File: config.mk
export PLATFORM = sky130hd
export DESIGN_NAME = countdown_timer_flat
export DESIGN_NICKNAME = d
export VERILOG_FILES = /design/src/rtl/countdown_timer_if.sv /design/src/rtl/countdown_timer.sv /design/src/flat_wrapper.sv
export SDC_FILE = /design/constraint.sdc
export NUM_CORES = 1
export LEC_CHECK = 0
export ABC_AREA = 1
export BUFFER_PORTS_ARGS = -buffer_cell sky130_fd_sc_hd__buf_2
export CELL_PAD_IN_SITES_DETAIL_PLACEMENT = 1
export CELL_PAD_IN_SITES_GLOBAL_PLACEMENT = 2
export CORE_MARGIN = 8
export CORE_UTILIZATION = 23
export CTS_CLUSTER_DIAMETER = 120
export CTS_CLUSTER_SIZE = 28
export DETAILED_ROUTE_END_ITERATION = 16
export PLACE_DENSITY = 0.81
export SETUP_SLACK_MARGIN = 0.1
export SLEW_MARGIN = 10
export SYNTH_ARGS = -nofsm -noshare
export SYNTH_HDL_FRONTEND = slang
export SYNTH_SLANG_ARGS = --single-unit
File: constraint.sdc
create_clock -name clock -period 1.3 [get_ports clock]
set_input_delay 0.13 -clock clock [delete_from_list [all_inputs] [get_ports clock]]
set_output_delay 0.13 -clock clock [all_outputs]
set_load 0.03 [all_outputs]
File: src/rtl/countdown_timer_if.sv
//------------------------------------------------------------------------------
// countdown_timer_if : load handshake, control and status bundle of the timer.
// The reload line exists only when COUNTDOWN_AUTO_RELOAD_EN is defined.
// Revision: 1.0
//------------------------------------------------------------------------------
`default_nettype none

interface countdown_timer_if #(
  parameter int WIDTH = 4
);
  logic             load_valid;
  logic             load_ready;
  logic [WIDTH-1:0] load_value;
  logic             enable;
  logic             abort;
`ifdef COUNTDOWN_AUTO_RELOAD_EN
  logic             reload;
`endif
  logic [WIDTH-1:0] count_out;
  logic             busy;
  logic             expired;

`ifdef COUNTDOWN_AUTO_RELOAD_EN
  modport master (
    output load_valid, load_value, enable, abort, reload,
    input  load_ready, count_out, busy, expired
  );
  modport slave (
    input  load_valid, load_value, enable, abort, reload,
    output load_ready, count_out, busy, expired
  );
`else
  modport master (
    output load_valid, load_value, enable, abort,
    input  load_ready, count_out, busy, expired
  );
  modport slave (
    input  load_valid, load_value, enable, abort,
    output load_ready, count_out, busy, expired
  );
`endif
endinterface

`default_nettype wire

File: src/rtl/countdown_timer.sv
//------------------------------------------------------------------------------
// countdown_timer : loadable down-counter with IDLE/RUN/DONE control, pause,
// abort and a one-cycle expired pulse. Optional auto-reload via the macro
// COUNTDOWN_AUTO_RELOAD_EN.
// Revision: 1.0
//------------------------------------------------------------------------------
`default_nettype none

module countdown_timer #(
  parameter int WIDTH = 4
) (
  input  logic              clock,
  input  logic              reset,
  countdown_timer_if.slave  bus
);

  typedef enum logic [1:0] {
    IDLE = 2'd0,
    RUN  = 2'd1,
    DONE = 2'd2
  } state_t;

  localparam logic [WIDTH-1:0] c_one = WIDTH'(1);

  state_t           r_state;
  logic [WIDTH-1:0] r_count;
  logic             r_expired;
  logic             r_busy;
  logic             r_load_ready;
`ifdef COUNTDOWN_AUTO_RELOAD_EN
  logic [WIDTH-1:0] r_reload;
`endif

  logic w_handshake;
  logic w_reload_req;

  assign w_handshake = bus.load_valid && r_load_ready && !bus.abort;

`ifdef COUNTDOWN_AUTO_RELOAD_EN
  assign w_reload_req = bus.reload;
`else
  assign w_reload_req = 1'b0;
`endif

  always_ff @(posedge clock or posedge reset) begin
    if (reset) begin
      r_state      <= IDLE;
      r_count      <= '0;
      r_expired    <= 1'b0;
      r_busy       <= 1'b0;
      r_load_ready <= 1'b1;
`ifdef COUNTDOWN_AUTO_RELOAD_EN
      r_reload     <= '0;
`endif
    end else begin
      r_expired <= 1'b0;
      if (bus.abort) begin
        // Abort beats load and terminal count alike, so it never pulses.
        r_state      <= IDLE;
        r_count      <= '0;
        r_busy       <= 1'b0;
        r_load_ready <= 1'b1;
      end else begin
        case (r_state)
          IDLE, DONE: begin
            if (w_handshake) begin
              r_count <= bus.load_value;
`ifdef COUNTDOWN_AUTO_RELOAD_EN
              r_reload <= bus.load_value;
`endif
              if (bus.load_value != '0) begin
                r_state      <= RUN;
                r_busy       <= 1'b1;
                r_load_ready <= 1'b0;
              end else begin
                r_state      <= DONE;
                r_expired    <= 1'b1;
                r_busy       <= 1'b0;
                r_load_ready <= 1'b1;
              end
            end
          end
          RUN: begin
            if (bus.enable) begin
              if (r_count > c_one) begin
                r_count <= r_count - c_one;
              end else if (r_count == c_one) begin
                r_expired <= 1'b1;
                if (w_reload_req) begin
`ifdef COUNTDOWN_AUTO_RELOAD_EN
                  r_count <= r_reload;
`endif
                end else begin
                  r_count      <= '0;
                  r_state      <= DONE;
                  r_busy       <= 1'b0;
                  r_load_ready <= 1'b1;
                end
              end else begin
                // A zero count in RUN is unreachable; park safely without a pulse.
                r_state      <= DONE;
                r_busy       <= 1'b0;
                r_load_ready <= 1'b1;
              end
            end
          end
          default: begin
            r_state      <= IDLE;
            r_count      <= '0;
            r_busy       <= 1'b0;
            r_load_ready <= 1'b1;
          end
        endcase
      end
    end
  end

  assign bus.count_out  = r_count;
  assign bus.expired    = r_expired;
  assign bus.busy       = r_busy;
  assign bus.load_ready = r_load_ready;

endmodule

`default_nettype wire

File: src/flat_wrapper.sv
// flat-port wrapper written by rule: the top's interface ports become plain ports
module countdown_timer_flat 
#(
  parameter int WIDTH = 4
)
  (clock, reset, bus_load_valid, bus_load_value, bus_enable, bus_abort, bus_load_ready, bus_count_out, bus_busy, bus_expired);
  countdown_timer_if #(.WIDTH(WIDTH)) bus_i ();
  input  logic clock;
  input  logic reset;
  input wire logic [$bits(bus_i.load_valid)-1:0] bus_load_valid;
  input wire logic [$bits(bus_i.load_value)-1:0] bus_load_value;
  input wire logic [$bits(bus_i.enable)-1:0] bus_enable;
  input wire logic [$bits(bus_i.abort)-1:0] bus_abort;
  output wire logic [$bits(bus_i.load_ready)-1:0] bus_load_ready;
  output wire logic [$bits(bus_i.count_out)-1:0] bus_count_out;
  output wire logic [$bits(bus_i.busy)-1:0] bus_busy;
  output wire logic [$bits(bus_i.expired)-1:0] bus_expired;
  assign bus_i.load_valid = bus_load_valid;
  assign bus_i.load_value = bus_load_value;
  assign bus_i.enable = bus_enable;
  assign bus_i.abort = bus_abort;
  assign bus_load_ready = bus_i.load_ready;
  assign bus_count_out = bus_i.count_out;
  assign bus_busy = bus_i.busy;
  assign bus_expired = bus_i.expired;
  countdown_timer #(.WIDTH(WIDTH)) u_core (.clock(clock), .reset(reset), .bus(bus_i));
endmodule
==> flow_summary.json <==
{
  "hp-class": "in2reg",
  "ctsHtreeMaxLevel": 1,
  "first_iter_violations": 13,
  "cp_common_cell": "nand2_1",
  "ys_warn_count": 0,
  "fin_ws_ps": -19.1,
  "synthTopCellsByCount": "36 x nand2_1, 11 x inv_1, 11 x nor2_1",
  "track_usage": 0.101,
  "tns_ps": -51.4,
  "grt_pass1_vias": 675,
  "yosys-top-cells-area": "dfrtp_1 34%, nand2_1 23%, inv_1 7.1%",
  "power_density_nw_per_um2": 2760,
  "worstPathMaxFanout": 4,
  "synthCells": 87,
  "hold_end": "u_core.bus.expired$_DFF_PP0_",
  "numCtsBuffers": 3,
  "whs_ps": 132,
  "coreArea_um2": 2430,
  "die_h_um": 66.4,
  "worst_slew_pin_slew_ps": 366,
  "rows": 18,
  "detailed_place_hpwl_mm": 1.48,
  "fin_nets": 129,
  "clock_sinks": 9,
  "grt_first_pass_wirelength_mm": 3.28,
  "wl_mm": 1.97,
  "ant_nets": 0,
  "synth-seq-cells": 9,
  "r2r_end": "u_core.bus.count_out[0]$_DFFE_PP0P_",
  "synth_edf_count": 0,
  "cts_tree": "built",
  "min_period_over_period": 1.01,
  "skew_ps": 8.74,
  "syn_nets": 98,
  "max_stage_delay_ps": 420,
  "finalNonFillerCells": 147,
  "cp.arrival_ps": 1530,
  "ys_seq_area_frac": 0.388,
  "vias": 649,
  "regArea_um2": 230,
  "slew_viol_final": 0,
  "status": "finished with violations",
  "synth_top_area_share": 0.343,
  "place_inst": 138,
  "overflow": 0,
  "avgSynthCellArea_um2": 6.72,
  "cp-end-kind": "flop",
  "synth_area_um2": 584,
  "n_antenna_cell": 0,
  "worstSetupPathType": "reg2reg",
  "violations": "negative setup slack",
  "crit_chain": "inv_4 -> ha_4 -> inv_2 -> nand3_4 -> nor2_4 -> nor3_2 -> buf_4 -> nand2_1 -> nand2_1",
  "portBuffers": 15,
  "synth_top_area_cell": "dfrtp_1",
  "reg2reg_depth": 9,
  "start_util": 0.240,
  "crit_required_ps": 1510,
  "finalPower_uw": 2490,
  "grt_max_degree": 10,
  "p_leak_uw": 0.000471,
  "clockBufferDepth": 2,
  "die_x_um": 66.4,
  "crit_buf_inv": 3,
  "firstDrtPassIters": 4,
  "fmax_mhz": 758,
  "crit_family": "flip-flops",
  "area.growth.synth_to_final_pct": 54.4,
  "setup_violations": 4,
  "antenna_found_initial": 0,
  "place.gp.congestion": 0.790,
  "critPathSlowestCell": "dfrtp_2",
  "drt-wirelength-per-cell_um": 13.4,
  "synth_ff_type": "dfrtp_1",
  "die-area_um2": 4410,
  "ir_worst_vdd_v": 0.000984,
  "utilization": 0.371,
  "drc_errors": 0,
  "synthMostInstantiatedCell": "nand2_1",
  "maxCapViolCount": 0,
  "reg2reg_from": "u_core.bus.count_out[1]$_DFFE_PP0P_",
  "yosys.cell_types.count": 17,
  "min_from": "bus_abort",
  "ios": 16,
  "r2r_setup_slack_ps": -20,
  "insertion_delay_ps": 280,
  "fillCellCount": 307,
  "drive_above_1_share": 0.453,
  "hold_depth": 2,
  "cts-root-buf": "clkbuf_4",
  "ys_async_sr_fraction": 1.00,
  "period_needed_ps": 1320,
  "timing.slew.headroom": 0.756,
  "vias_per_cell": 4.41,
  "multi_input_area_um2": 403,
  "hold_viol_final": 0,
  "path_clk_slew_ps": 80,
  "cp-start-kind": "flop",
  "rsz0062_at_grt": "true"
}
kinds of logic (layout without fill, tap and decap cells):
family,count (synthesis),count (layout),synth area share
simple gates,55,55,0.400
flops,9,9,0.388
xor+xnor,1,1,0.0150
fa+ha+maj,2,2,0.0428
buf+inv,11,41,0.0707
compound gates,9,9,0.0835
registers in the layout (all words and copies together), names as in the netlist:
name,flops
u_core.bus.count_out,4
u_core.bus.load_ready,1
u_core.bus.busy,1
u_core.r_state,2
u_core.bus.expired,1
timing repair:
action                                 CTS  global route
pin swaps                                5             0
gates resized for setup                 10             5
buffers inserted                         4             0
setup endpoints to repair                8             9
endpoints found under the hold margin    8             0
hold buffers                             1             0
report_power, final:
part / switching [µW] / internal (µW) / total, µW
logic: 1010 / 693 / 1710
registers: 127 / 419 / 546
clock network: 123 / 114 / 237
worst register-to-register path, stage by stage, from the launching register on:
cell and delay, ps:
dfrtp_2 420, inv_4 80, ha_4 160, inv_2 50
nand3_4 80, nor2_4 40, nor3_2 150, buf_4 170
nand2_1 60, nand2_1 50
layout by cell type, fill, tap and decap left out:
master | synthesis | layout
nor3_2 | 1 | 1
nor2_4 | 1 | 3
dfstp_2 | 1 | 1
nand2_4 | 0 | 1
nand3_4 | 0 | 1
dfrtp_1 | 8 | 5
inv_1 | 11 | 8
nor2_1 | 11 | 9
o21ai_2 | 1 | 2
a21oi_2 | 0 | 1
buf_2 | 0 | 15
o21ai_4 | 0 | 1
nand4_1 | 1 | 1
dlygate4sd3_1 | 0 | 1
buf_4 | 0 | 10
xnor2_1 | 1 | 1
o21ai_1 | 0 | 2
clkbuf_4 | 0 | 3
inv_4 | 0 | 1
ha_4 | 0 | 2
inv_2 | 0 | 2
a21oi_1 | 2 | 1
o21ai_0 | 6 | 2
clkinv_2 | 0 | 1
nor3_1 | 1 | 1
nand2_1 | 36 | 32
dfrtp_2 | 0 | 3
nand3b_1 | 1 | 1
nand2_2 | 2 | 5
area by class of cell:
type	instances	area share
multi-input cells	67	0.447
flip-flops and latches	9	0.255
repair buffers	26	0.178
inverters	11	0.0485
well taps	30	0.0416
clock buffers	3	0.0250
clock inverters	1	0.00555
metrics by stage:
step	worst slack [ps]	cell area, µm²
detailed placement	-92.6	783
finish	-19.1	902
CTS	19.1	883
global placement	-39.5	783
global route	-72.3	902
floorplan	-2.80	626
worst max path at each step:
stage,start,to,cells after the start
after floorplan,u_core.bus.count_out[1]$_DFFE_PP0P_,u_core.bus.count_out[0]$_DFFE_PP0P_,8
after global placement,u_core.bus.count_out[1]$_DFFE_PP0P_,u_core.bus.count_out[1]$_DFFE_PP0P_,8
after detailed placement,u_core.bus.count_out[1]$_DFFE_PP0P_,u_core.bus.count_out[1]$_DFFE_PP0P_,8
after CTS,u_core.bus.count_out[1]$_DFFE_PP0P_,u_core.bus.count_out[1]$_DFFE_PP0P_,9
after global routing,u_core.bus.count_out[1]$_DFFE_PP0P_,u_core.bus.count_out[0]$_DFFE_PP0P_,9
final,u_core.bus.count_out[1]$_DFFE_PP0P_,u_core.bus.count_out[0]$_DFFE_PP0P_,9
per-layer routing:
metal / routed length, µm / vias to the layer above / part of all wire / global-route usage
li1: - / 328 / - / -
met1: 882 / 302 / 0.45 / 0.118
met2: 925 / 15 / 0.47 / 0.152
met3: 122 / 4 / 0.062 / 0.0407
met4: 38 / 0 / 0.019 / 0.0560
met5: 0 / - / 0 / 0
No activity file was read; power rests on OpenSTA's default activity.
